$ cat config.mk
export PLATFORM = sky130hd
export DESIGN_NAME = lsu_bus_clken_gen
export DESIGN_NICKNAME = d
export VERILOG_FILES = /design/src/rtl/lsu_bus_clken_gen.sv
export SDC_FILE = /design/constraint.sdc
export NUM_CORES = 1
export LEC_CHECK = 0
export ABC_AREA = 1
export BUFFER_PORTS_ARGS = -buffer_cell sky130_fd_sc_hd__buf_2
export CAP_MARGIN = 20
export CORE_AREA = 2 2 39 41
export DETAILED_ROUTE_END_ITERATION = 7
export DIE_AREA = 0 0 41 43
export GPL_ROUTABILITY_DRIVEN = 0
export PLACE_DENSITY_LB_ADDON = 0.25
export SYNTH_ARGS = -nofsm -noshare
export SYNTH_HDL_FRONTEND = slang
export SYNTH_SLANG_ARGS = --single-unit
export TNS_END_PERCENT = 50
$ cat constraint.sdc
create_clock -name clk -period 2.1 [get_ports clk]
set_input_delay 0.105 -clock clk [delete_from_list [all_inputs] [get_ports clk]]
set_output_delay 0.105 -clock clk [all_outputs]
set_load 0.01 [all_outputs]
$ cat src/rtl/lsu_bus_clken_gen.sv
// LSU bus clock-enable generator: one lsu_bus_clk_en pulse every (bus_ratio_q+1) core clocks.
// Latency: request accepted at t -> earliest new ratio on bus_ratio_q at t+3 (DRAIN, SWITCH).
// Backpressure: ratio_req_ready is low from DRAIN until the switch completes; requester holds valid.
module lsu_bus_clken_gen #(
    parameter int                 RATIO_W       = 3,
    parameter logic [RATIO_W-1:0] DEFAULT_RATIO = '0
) (
    input  logic               clk,
    input  logic               rst,
    input  logic               ratio_req_valid,
    input  logic [RATIO_W-1:0] ratio_req,
    output logic               ratio_req_ready,
    input  logic               lsu_bus_buffer_empty_any,
    output logic               lsu_bus_clk_en,
    output logic [RATIO_W-1:0] bus_ratio_q,
    output logic               ratio_switch_busy,
    output logic               ratio_switch_done
);

    typedef enum logic [1:0] {
        RUN    = 2'd0,
        DRAIN  = 2'd1,
        SWITCH = 2'd2
    } state_t;

    state_t             state_q;
    state_t             state_d;
    logic [RATIO_W-1:0] cnt;
    logic [RATIO_W-1:0] ratio_pend;
    logic               req_accept;

    // Decoded purely from flops so the gated bus clocks see no input-to-enable path.
    assign lsu_bus_clk_en    = (cnt == bus_ratio_q) && (state_q != SWITCH);
    assign ratio_switch_busy = (state_q != RUN);
    assign req_accept        = ratio_req_valid && ratio_req_ready;

    always_comb begin
        state_d           = state_q;
        ratio_req_ready   = 1'b0;
        ratio_switch_done = 1'b0;
        case (state_q)
            RUN: begin
                ratio_req_ready = 1'b1;
                if (ratio_req_valid) begin
                    state_d = DRAIN;
                end
            end
            DRAIN: begin
                // Only leave on a bus-clock boundary with the buffer empty in that same cycle.
                if (lsu_bus_clk_en && lsu_bus_buffer_empty_any) begin
                    state_d = SWITCH;
                end
            end
            SWITCH: begin
                ratio_switch_done = 1'b1;
                state_d           = RUN;
            end
            default: begin
                state_d = RUN;
            end
        endcase
    end

    always_ff @(posedge clk) begin
        if (rst) begin
            state_q     <= RUN;
            cnt         <= '0;
            bus_ratio_q <= DEFAULT_RATIO;
            ratio_pend  <= '0;
        end else begin
            state_q <= state_d;
            if ((state_q == SWITCH) || lsu_bus_clk_en) begin
                cnt <= '0;
            end else begin
                cnt <= cnt + 1'b1;
            end
            if (state_q == SWITCH) begin
                bus_ratio_q <= ratio_pend;
            end
            if (req_accept) begin
                ratio_pend <= ratio_req;
            end
        end
    end

endmodule

Word level (Yosys, flattened, before mapping)
Index checks and enable logic that the tools add are counted.

Logic and storage cells: 24. Input bits: 7. Register bits after elaboration: 11.

Reduce and logical (&&, ||, !) cells: 8. $add $sub $neg: 1. Multiplexer cells: 5. Eq/ne operators: 6.

Operators with widths (number): $ne 2x2->1 const B (3); $mux 2 (2); $pmux 2 s2 (1); $add 3x1->3 const B (1); $eq 3x3->1 (1); $logic_and 1x1->1 (3); $eq 2x1->1 const B (1); $eq 2x2->1 const B (1); $logic_not 2->1 (1); $mux 1 (2); $reduce_and 2->1 (1); $reduce_bool 2->1 (1); $reduce_or 2->1 (1); $logic_or 1x1->1 (1).

Depth between registers and ports, before layout
Gate-level depths: netlist of run 1.

Word-level depth: 5. Mapped depth: 7. Mapped depth without buffers: 7.

Worst setup path before layout of run 1
No wires, ideal clock.

Path kind: register -> output. Start: reg bus_ratio_q[2]. End: out lsu_bus_clk_en. Path slack: 1.102 ns. Path buffers: 0. Stages on the path, launching flop included: 7. Data arrival time: 0.893 ns. Path through: dfxtp_1 inv_1 nand2_1 nand2_1 nor2_2 nand2_1 nor2_1.

Longest elaborated chain between the ends: 2.

RTL lines: from (decl) (RTL line 15) `output logic [RATIO_W-1:0] bus_ratio_q,`; from (signal assigned) (RTL line 78) `bus_ratio_q <= ratio_pend;`; $eq 3x3->1 (RTL line 33) `assign lsu_bus_clk_en = (cnt == bus_ratio_q) && (state_q != SWITCH);`; $logic_and 1x1->1 (RTL line 33); to (decl) (RTL line 14) `output logic lsu_bus_clk_en,`.

No other way between the ends.

Final worst setup path of run 1
Start: reg cnt[2]. End: out lsu_bus_clk_en.

Longest elaborated chain between the ends: 2.

RTL lines: from (decl) (RTL line 28) `logic [RATIO_W-1:0] cnt;`; from (signal assigned) (RTL line 75) `cnt <= cnt + 1'b1;`; $eq 3x3->1 (RTL line 33); $logic_and 1x1->1 (RTL line 33).

No other way between the ends.

==> metrics, run 1 <==
chip height=43 um; yosys warns=0; PostCTS Resize Cnt=0; CP Launch Point=cnt[2]; startpoint types=flip-flop; Hold-fix buffers, CTS=0; antenna-violating nets left=0; clock network power share=29.9%; dpl hpwl=646 um; Post-synth top cells=nor2_1 (13), dfxtp_1 (11), inv_1 (11), nand2_1 (11), o21ai_0 (6); Post-synth top flop=dfxtp_1; number of max-cap violations=0; top cell type's share of synthesized area=47.7%; Worst-Margin Slew=0.254 ns; clk slew on worst S/H paths=0.07 ns; NetSw=0.130 mW; post-CTS setup buffers=0; EDFF count, synth=0; TNS Setup=0 ns; Die ar.=1760 um2; r2r startpoint=state_q[0]; hold_ws=0.0882 ns; largest cells by area after synthesis=dfxtp_1 (48%), nor2_1 (11%), inv_1 (8.9%), nand2_1 (8.9%), o21ai_0 (6.5%); Worst IR Drop VDD=0.251 mV; placement-stage cell area=547 um2; total wire length=806 um; total CTS buffers=3; final net count=89; sequential share of the synthesized area=47.7%; achievable frequency=0.763 GHz; first-pass GRT wire length=1250 um; All-Layer GR Usage=10.8%; Slew Viols, Final=0; cell area after synthesis=462 um2; normalized max-slew margin=83.0%; simple logic cell fraction of the synthesized area=28.2%; DRC errors left=0; WP data required=2.00 ns; Post-Synth Adder-Cell Area=2.71%; Clock Latency Late Sink=0.26 ns; Int Pwr=0.335 mW; H-tree levels=1; asr flop ratio synth=0%; 1st-pass router iterations=1; synthesized instance count=63; CP max FO=3; routed length per instance=8.40 um; Synth area leader=dfxtp_1; clk sink count=11; mux cell area share after synthesis=0%; Gate power share=19.5%; switch share=27.9%; RSZ-0062 raised after global routing=no; largest family of logic cells by synthesized area=simple AND/OR/NAND/NOR gates; post-synthesis xor/xnor area fraction=3.79%; via count=415; Worst Clk Skew=0.00268 ns; Period minus WS final=1.31 ns; Yosys reg bits=11; core footprint=1380 um2; count leader, synth=nor2_1; Final Cycle Share=62.4%; endpoints failing hold=0; GRT overflow=0; IO Port Bufs=13; P_leak=0.286 nW; mean post-synth cell area=7.33 um2; largest net degree at the start of global routing=9; critical path type=flip-flop to output pin; Starting Density=33.4%; routed vias/inst=4.32; HP Start=ratio_req[0]; share of cells above drive strength 1=25.0%; CP Capture Type=output pin; CTS tree=yes; initial antenna violation count=0; # diodes=0; num rows=14; Power Density=812 nW/um2; # setup viols final=0; CTS Buffer Depth=2; post-synthesis compound-gate area fraction=8.67%; I/O Pins=14; area added between synthesis and finish=24.1%; Synth cell types=13; vias in the first global route=324; clk root buf=clkbuf_4; Worst Hold Class=input pin to flip-flop; Die Wd=41 um; final non-filler cell area=573 um2; Seq pwr share=50.6%; final core occ=41.4%; status=finished, final reports clean; Mapped Nets=71; Crit path arrival time=1.21 ns; DRT iter0 DRCs=0
[layout make-up]
| type | count | area, um2 |
|---|---|---|
| timing repair buffer | 13 | 65.1 |
| fill | 158 | 811 |
| clock buffer | 4 | 26.3 |
| sequential | 11 | 220 |
| inverter | 11 | 41.3 |
| tap | 16 | 20.0 |
| multi-input combinational | 41 | 200 |
[routing by layer]
metal | share of wire (%) | GRT usage [%]
met1 | 48 | 12.2
met2 | 46 | 16.3
met3 | 4.2 | 3.14
met4 | 1.7 | 8.00
met5 | 0 | 0
[registers in the layout, summed over array words and instances, names as in the netlist]
signal       count
bus_ratio_q      3
cnt              3
ratio_pend       3
state_q          2
[final timing paths]
| path | slack (ns) | depth (start not counted) | end |
|---|---|---|---|
| hold / removal | 0.09 | 3 | ratio_pend[0] |
| setup / recovery | 0.79 | 7 | lsu_bus_clk_en |
| setup reg to reg | 1.10 | 5 | state_q[0] |
| hold reg to reg | 0.47 | 1 | cnt[0] |
[layout by cell type, fill, tap and decap left out]
| cell | Yosys | routed |
|---|---|---|
| dfxtp_1 | 11 | 11 |
| buf_2 | 0 | 13 |
| o21ai_0 | 6 | 6 |
| clkbuf_1 | 0 | 1 |
| nand2_2 | 1 | 1 |
| nand3_2 | 1 | 1 |
| a21oi_1 | 2 | 2 |
| ha_1 | 1 | 1 |
| nor3_1 | 1 | 1 |
| xnor2_1 | 2 | 2 |
| nor2_2 | 2 | 2 |
| nand4_1 | 1 | 1 |
| inv_1 | 11 | 11 |
| nor2_1 | 13 | 13 |
| nand2_1 | 11 | 11 |
| clkbuf_4 | 0 | 3 |
[critical path: stages, from the launching register on]
cell     delay, ns
dfxtp_1       0.36
inv_1         0.05
nand2_1       0.06
nand2_1       0.06
nor2_2        0.11
nand2_1       0.09
nor2_1        0.09
buf_2         0.13
[power groups by stage]
stage                     clock network (mW)  registers, mW  logic, mW
after floorplan                            0          0.240     0.0613
after CTS                              0.145          0.236     0.0926
final                                  0.139          0.235     0.0906
after detailed placement                   0          0.240     0.0927
after global routing                   0.156          0.238      0.104
after global placement                     0          0.240     0.0913
[metrics by stage]
stage / cells / power (mW) / setup WS, ns
after detailed placement: 92 / 0.333 / 1.06
after global placement: 92 / 0.332 / 1.07
final: 96 / 0.465 / 0.789
after global routing: 96 / 0.498 / 0.699
after floorplan: 63 / 0.301 / 1.10
after CTS: 96 / 0.474 / 0.770
[cells by family after synthesis]
| group | count (synthesis) |
|---|---|
| AO/OA/AOI/OAI | 8 |
| XOR/XNOR | 2 |
| adder cells (fa/ha/maj) | 1 |
| buffers and inverters | 11 |
| flip-flops | 11 |
| AND/OR/NAND/NOR | 30 |
Note: power is estimated with default switching activity, not from simulation.
==> run 2: changes to the inputs <==
--- a/config.mk
+++ b/config.mk
@@ -5,7 +5,7 @@
 export SDC_FILE = /design/constraint.sdc
 export NUM_CORES = 1
 export LEC_CHECK = 0
-export ABC_AREA = 1
+export ABC_AREA = 0
 export BUFFER_PORTS_ARGS = -buffer_cell sky130_fd_sc_hd__buf_2
 export CAP_MARGIN = 20
 export CORE_AREA = 2 2 39 41
==> constraint.sdc (replaced) <==
create_clock -name clk -period 1.3 [get_ports clk]
set_input_delay 0.065 -clock clk [delete_from_list [all_inputs] [get_ports clk]]
set_output_delay 0.065 -clock clk [all_outputs]
set_load 0.01 [all_outputs]
==> run 2 against run 1 <==
  * The flow now finishes with violations (negative setup slack)
  * Sequential power is 52% higher
  * Total power up 47%
  * Non-clock buffer count is 5 higher
  * Routed wire length rose by 8.9%
  * Core utilization up 7.3 points
  * Critical path depth fell by 4
  * Die area did not move
  * Clock skew barely moved
  * Final cell count shrank 18%
  * Combinational power hardly changed
  * Register-to-register slack worse by 1.0 ns
  * Critical path type unchanged
  * Critical endpoint unchanged
  * Largest power group unchanged
==> metrics, run 2 <==
status=finished with violations; failing checks=negative setup slack; Worst-Margin Slew=0.363 ns; Post-synth top flop=dfxtp_1; CTS tree=yes; Synth area leader=dfxtp_1; largest family of logic cells by synthesized area=simple AND/OR/NAND/NOR gates; Worst IR Drop VDD=0.657 mV; GRT overflow=0; DRT iter0 DRCs=2; Period minus WS final=1.30 ns; most frequent cells in the layout=buf_2 (13), nor2_1 (8), mux2i_1 (6); count leader, synth=dfxtp_1; Die ar.=1760 um2; CP Capture Type=output pin; Final Cycle Share=100%; vias in the first global route=340; Die Wd=41 um; first-pass GRT wire length=1440 um; num rows=14; largest net degree at the start of global routing=11; EDFF count, synth=0; I/O Pins=14; synthesized instance count=43; Yosys reg bits=11; area added between synthesis and finish=44.1%; final net count=72; sequential share of the synthesized area=47.1%; chip height=43 um; # diodes=0; WP data required=1.24 ns; clk root buf=clkbuf_4; largest cells by area after synthesis=dfxtp_1 (47%), mux2i_1 (13%), nor2_1 (6.4%), xor2_1 (5.6%), nor3_4 (3.5%); Crit path arrival time=1.24 ns; routed vias/inst=4.65; CP max stage cell=dfxtp_2; leading cell type in the layout, fill and taps excluded=buf_2; placement-stage cell area=549 um2; worst setup margin=-0.000438 ns; routed length per instance=11.1 um; All-Layer GR Usage=12.6%; number of max-cap violations=0; Post-synth top cells=dfxtp_1 (11), nor2_1 (8), mux2i_1 (6); Synth cell types=18; Post-Synth Adder-Cell Area=2.67%; top flop regs=bus_ratio_q: 3 flops, cnt: 3 flops, ratio_pend: 3 flops; clk slew on worst S/H paths=0.07 ns; dpl hpwl=617 um; achievable frequency=0.769 GHz; asr flop ratio synth=0%; initial antenna violation count=0; worst-path cell chain=xor2_2 -> nor4_4 -> buf_2; P_leak=0.301 nW; simple logic cell fraction of the synthesized area=24.3%; critical path type=flip-flop to output pin; post-synthesis xor/xnor area fraction=7.49%; Clock Latency Late Sink=0.26 ns; top cell type's share of synthesized area=47.1%; Slew Viols, Final=0; post-synthesis compound-gate area fraction=2.41%; mean post-synth cell area=10.9 um2; share of cells above drive strength 1=55.6%; DRC errors left=0; Mapped Nets=51; max incr delay on CP=0.34 ns; Worst Clk Skew=0.00223 ns; CP max FO=3; # setup viols final=1; final non-filler cell area=674 um2; normalized max-slew margin=75.7%; clk sink count=11; core footprint=1380 um2; yosys warns=0; Worst Hold Class=input pin to flip-flop; cell area after synthesis=468 um2; Starting Density=33.8%; H-tree levels=1; Power Density=1010 nW/um2; startpoint types=flip-flop; mux cell area share after synthesis=12.8%; PnR Total Power=0.682 mW; IO Port Bufs=13; 1st-pass router iterations=4; total CTS buffers=3; via count=367; RSZ-0062 raised after global routing=yes; total wire length=878 um; antenna-violating nets left=0; endpoints failing hold=0; CTS Buffer Depth=2
[run 2: cell count changes in the layout (fill, tap and decap cells not counted), sizes merged, moves of 4 or more]
cell	previous run	this run
mux2i	0	6
inv	11	1
o21ai	6	1
nand2	12	0
nor2	15	8
buf	13	17
[run 2: final cells by class]
cell class / instances / area [um2]
fillers: 127 / 709
inverters: 1 / 3.75
well taps: 16 / 20.0
repair buffers: 18 / 105
flip-flops and latches: 11 / 235
clock buffers: 4 / 26.3
multi-input cells: 29 / 284
[run 2: cell families after synthesis]
kind of cell | Yosys count
AO/OA/AOI/OAI | 2
multiplexers | 6
buffers and inverters | 3
adder cells (fa/ha/maj) | 1
flip-flops | 11
AND/OR/NAND/NOR | 16
XOR/XNOR | 4
[run 2: through the flow]
stage / setup slack, ns / hold slack, ns / TNS, ns / instances / utilization [%]
floorplan: 0.167 / 0.172 / 0 / 43 / -
global placement: 0.0660 / 0.279 / 0 / 71 / 39.7
detailed placement: 0.0774 / 0.275 / 0 / 71 / 39.7
CTS: -0.0311 / 0.0311 / -0.0311 / 80 / 48.8
global route: -0.0714 / 0.0373 / -0.0714 / 79 / 48.7
finish: -0.000438 / 0.0315 / -0.000438 / 79 / 48.7
[run 2: routing by layer]
| metal | wire, um | track usage, % |
|---|---|---|
| met1 | 375 | 16.8 |
| met2 | 453 | 17.5 |
| met3 | 42 | 3.14 |
| met4 | 6 | 8.00 |
| met5 | 0 | 0 |
[run 2: what timing repair did]
action                                 4_1_cts  5_1_grt
pin swaps                                    2        1
hold buffers                                 1        0
gates resized for setup                     13        3
endpoints found under the hold margin        1        0
buffers inserted                             4        0
setup endpoints to repair                    1        1
[run 2: final timing paths]
check | cells after the start | startpoint | end | slack (ns)
setup / recovery | 3 | bus_ratio_q[2] | lsu_bus_clk_en | -0.0004
hold / removal | 3 | ratio_req[2] | ratio_pend[2] | 0.03
setup reg to reg | 4 | state_q[1] | ratio_pend[1] | 0.10
hold reg to reg | 1 | state_q[0] | state_q[0] | 0.48
[run 2: power breakdown]
part / switching [mW] / leakage [nW] / internal [mW]
clock: 0.115 / 0.0150 / 0.118
combinational: 0.0440 / 0.193 / 0.0466
sequential: 0.0114 / 0.0931 / 0.347
total: 0.170 / 0.301 / 0.512
[run 2: worst max-delay path, delay by kind of cell (launching register included)]
family / cells / cell delay (ns)
DFF: 1 / 0.34
and+or+nand+nor: 1 / 0.26
buffers and inverters: 1 / 0.17
xor gates and xnor gates: 1 / 0.20
